$ cat src/rtl/alu_operand_stage.sv
// Register file, PSR and registered A/B operand latch feeding the ALU.
// Reads forward same-edge write-back data so the ALU always sees the newest value.
module alu_operand_stage #(
    parameter int WIDTH   = 16,
    parameter int NREGS   = 16,
    parameter int R0_ZERO = 0
) (
    input  logic             clk,
    input  logic             reset_n,
    input  logic [3:0]       RdestAddr,
    input  logic [3:0]       RsrcAddr,
    input  logic             ImmSel,
    input  logic             ImmSigned,
    input  logic [7:0]       Imm,
    input  logic             Stall,
    input  logic             WrEn,
    input  logic [3:0]       WrAddr,
    input  logic [WIDTH-1:0] WrData,
    input  logic             FlagsEn,
    input  logic [4:0]       FlagsIn,
    output logic [WIDTH-1:0] A,
    output logic [WIDTH-1:0] B,
    output logic [4:0]       PSR
);

    localparam logic [4:0] NREGS_W = 5'(NREGS);
    localparam logic       ZERO_R0 = (R0_ZERO != 0);

    logic [WIDTH-1:0] regs [NREGS];
    logic [WIDTH-1:0] rd_a;
    logic [WIDTH-1:0] rd_b;
    logic [WIDTH-1:0] imm_ext;
    logic             wr_ok;

    // R0 discards writes when hard-wired; indices past NREGS are ignored.
    assign wr_ok = WrEn
                 && !(ZERO_R0 && (WrAddr == 4'd0))
                 && ({1'b0, WrAddr} < NREGS_W);

    // Read port with same-edge write-back bypass.
    function automatic logic [WIDTH-1:0] rd(input logic [3:0] x);
        logic [WIDTH-1:0] v;
        v = '0;
        if (ZERO_R0 && (x == 4'd0)) begin
            v = '0;
        end else if (WrEn && (WrAddr == x)) begin
            v = WrData;
        end else if ({1'b0, x} < NREGS_W) begin
            v = regs[x];
        end
        return v;
    endfunction

    // Immediate extension and operand selection.
    always_comb begin
        imm_ext = {{(WIDTH-8){ImmSigned & Imm[7]}}, Imm};
        rd_a    = rd(RdestAddr);
        rd_b    = ImmSel ? imm_ext : rd(RsrcAddr);
    end

    // Register file: cleared by reset, otherwise written on write-back.
    always_ff @(posedge clk) begin
        if (!reset_n) begin
            for (int i = 0; i < NREGS; i++) begin
                regs[i] <= '0;
            end
        end else if (wr_ok) begin
            regs[WrAddr] <= WrData;
        end
    end

    // Operand latch: holds while stalled, loads new operands otherwise.
    always_ff @(posedge clk) begin
        if (!reset_n) begin
            A <= '0;
            B <= '0;
        end else if (!Stall) begin
            A <= rd_a;
            B <= rd_b;
        end
    end

    // Status register: loads ALU flags independent of stall and write-back.
    always_ff @(posedge clk) begin
        if (!reset_n) begin
            PSR <= '0;
        end else if (FlagsEn) begin
            PSR <= FlagsIn;
        end
    end

endmodule

$ cat config.mk
export PLATFORM = sky130hd
export DESIGN_NAME = alu_operand_stage
export DESIGN_NICKNAME = d
export VERILOG_FILES = /design/src/rtl/alu_operand_stage.sv
export SDC_FILE = /design/constraint.sdc
export NUM_CORES = 1
export LEC_CHECK = 0
export ABC_AREA = 1
export CORE_MARGIN = 2
export CORE_UTILIZATION = 57
export DETAILED_ROUTE_END_ITERATION = 10
export PLACE_DENSITY = 0.76
export SLEW_MARGIN = 20
export SYNTH_ARGS = -nofsm -noshare
export SYNTH_HDL_FRONTEND = slang
export SYNTH_SLANG_ARGS = --single-unit
$ cat constraint.sdc
create_clock -name clk -period 3.25 [get_ports clk]
set_clock_uncertainty 0.2 [all_clocks]
set_input_delay 0.65 -clock clk [delete_from_list [all_inputs] [get_ports clk]]
set_output_delay 0.65 -clock clk [all_outputs]
set_load 0.1 [all_outputs]
==> results.cfg <==
[yosys]
yosysUniqueCellTypes = 22
syn_inst = 2089
synth_nets = 2137
postSynthAreaPerCell_um2 = 7.82
yosysWarnings = 0
seq_area_frac_synth = 0.516
netlist_area_um2 = 16300
synth_seq_cells = 293

[timing]
hold_viol_final = 0
max_freq_ghz = 0.434
fin_ws_ns = 0.946
worst_slew_pin_slew_ns = 0.776
slew_viol_final = 0
slew_headroom = 0.479
rsz0062_at_grt = no
finalSetupTns_ns = 0
finalSetupViolations = 0
period_needed_ns = 2.30
finalCritPeriodShare = 0.709

[grt]
grt_max_degree = 81
gr-total-overflow = 0
grt_pass1_vias = 14200
antenna_found_initial = 0
grt_use_total = 0.385
grt_pass1_wl_um = 87300

[power_and_ir_drop]
ir_drop_uv = 491
leakage_nw = 8.15
p_per_area_nw_per_um2 = 513

[worst_setup_path]
required_ns = 3.34
critPathArrivalTime_ns = 2.39
crit_path_cell_trace = clkdlybuf4s50_1, inv_1, nor3_4, nand2_2, nand2_1, buf_12
cp_slowest_cell = clkdlybuf4s50_1
critPathKind = input pin to flop
worstPathMaxFanout = 12
crit_path_max_incr_delay_ns = 0.67
crit_path_start_kind = input pin
endpoint_kind = flop

[min_path]
hold_path.class = flop to flop

[finish]
drive_gt1_frac = 0.0926
postLayoutCoreUtil = 0.668
nets = 2186
layout_commonest_cell = nand2_1
layout.cells.non_filler = 2539
area_growth_pct = 14.5
layout_common_cells = nand2_1 (419), nor2_1 (407), nand3_1 (274), edfxtp_1 (256), inv_1 (219)

[cts]
cts_resized = 0
cts_buffers = 30
clock-sinks = 293
post_cts_buffers = 0
cts_tree = yes
root_buffer = clkbuf_16
htree_levels = 1
clk_path_buf_depth = 3
clk_pin_slew_ns = 0.06
hold_buffers = 0
clk_latency_ns = 0.57

[placement]
dp_hpwl_um = 40000
gp_congestion = 1.11
dp.cells = 2484
io_buffers = 84
pre_cts_ws_ns = 0.406

[route]
post_drt_wl_per_cell_um = 23.1
routed_wl_um = 58700
drcViolationCount = 0
dr.pass1.iters = 6
ant_nets = 0
viasPerCell = 6.11
drt_iter0_drc = 2533
vias = 15500

[floorplanning]
coreArea_um2 = 28000
num_rows = 61
dieWidth_um = 173
dieArea_um2 = 30000
die_h_um = 173
initial_core_util = 0.583
ios = 85

[outcome]
status = finished, final reports clean

[run]
drv_cap = 0
==> registers in the layout, summed over array words and instances, names as in the netlist <==
register,count
PSR,5
B,16
A,16
regs,256
==> final timing paths <==
check                           slack [ns]     endpoint       start  depth (start not counted)
worst max-delay path                  0.95  regs[14][9]   WrAddr[3]                          6
worst min-delay path                  0.30       PSR[0]      PSR[0]                          2
worst max register to register        1.50         A[4]  regs[9][4]                          8
worst min register to register        0.30       PSR[0]      PSR[0]                          2
==> final cells by class <==
type / instances / area (µm²)
Clock buffer: 33 / 783
Fill cell: 2315 / 9310
Antenna cell: 1 / 2.50
Inverter: 240 / 901
Multi-Input combinational cell: 1400 / 6310
Sequential cell: 293 / 8430
Clock inverter: 21 / 185
Tap cell: 378 / 473
Timing Repair Buffer: 173 / 1620
==> cells in the mapped netlist (all sizes together) <==
cell | count | area share
a21oi | 82 | 0.025
buf | 90 | 0.027
clkbuf | 66 | 0.015
clkinv | 17 | 0.0039
dfxtp | 37 | 0.045
edfxtp | 256 | 0.47
inv | 223 | 0.051
nand2 | 432 | 0.10
nand3 | 275 | 0.085
nor2 | 407 | 0.094
nor3 | 5 | 0.0042
o211ai | 86 | 0.040
o21ai | 92 | 0.028
o21bai | 16 | 0.0074
o22ai | 1 | 0.00038
xor2 | 4 | 0.0021
==> power by group <==
group          leakage [nW]  internal, W  switching, W
clock                 0.472      0.00196       0.00150
sequential             2.75      0.00431      0.000109
combinational          4.93     0.000456       0.00126
==> routing by layer <==
metal,GRT usage,routed length (µm),vias up
li1,-,-,6918
met1,0.524,21500,7178
met2,0.568,25100,1192
met3,0.0807,7780,226
met4,0.239,4380,0
met5,0,0,-
==> cells by family (layout without fill, tap and decap cells) <==
kind of cell           after synthesis  after routing  share of synthesized area
AO/OA/AOI/OAI                      277            277                      0.101
XOR/XNOR                             4              4                    0.00214
buffers and inverters              396            467                     0.0976
flip-flops                         293            293                      0.516
other                                0              1                          0
AND/OR/NAND/NOR                   1119           1119                      0.284
==> through the flow <==
stage	hold slack [ns]	power, W	area, µm²
final	0.304	0.00960	18700
after global routing	0.355	0.00984	18700
after CTS	0.311	0.00953	18700
after detailed placement	0.293	0.00614	17700
after global placement	0.283	0.00611	17700
after floorplan	0.513	0.00551	16300
==> critical path: cells and delay by family <==
family                 cells  cell delay, ns
buffers and inverters      3            1.05
and+or+nand+nor            3            0.67
Power figures use the tool's default switching activity.
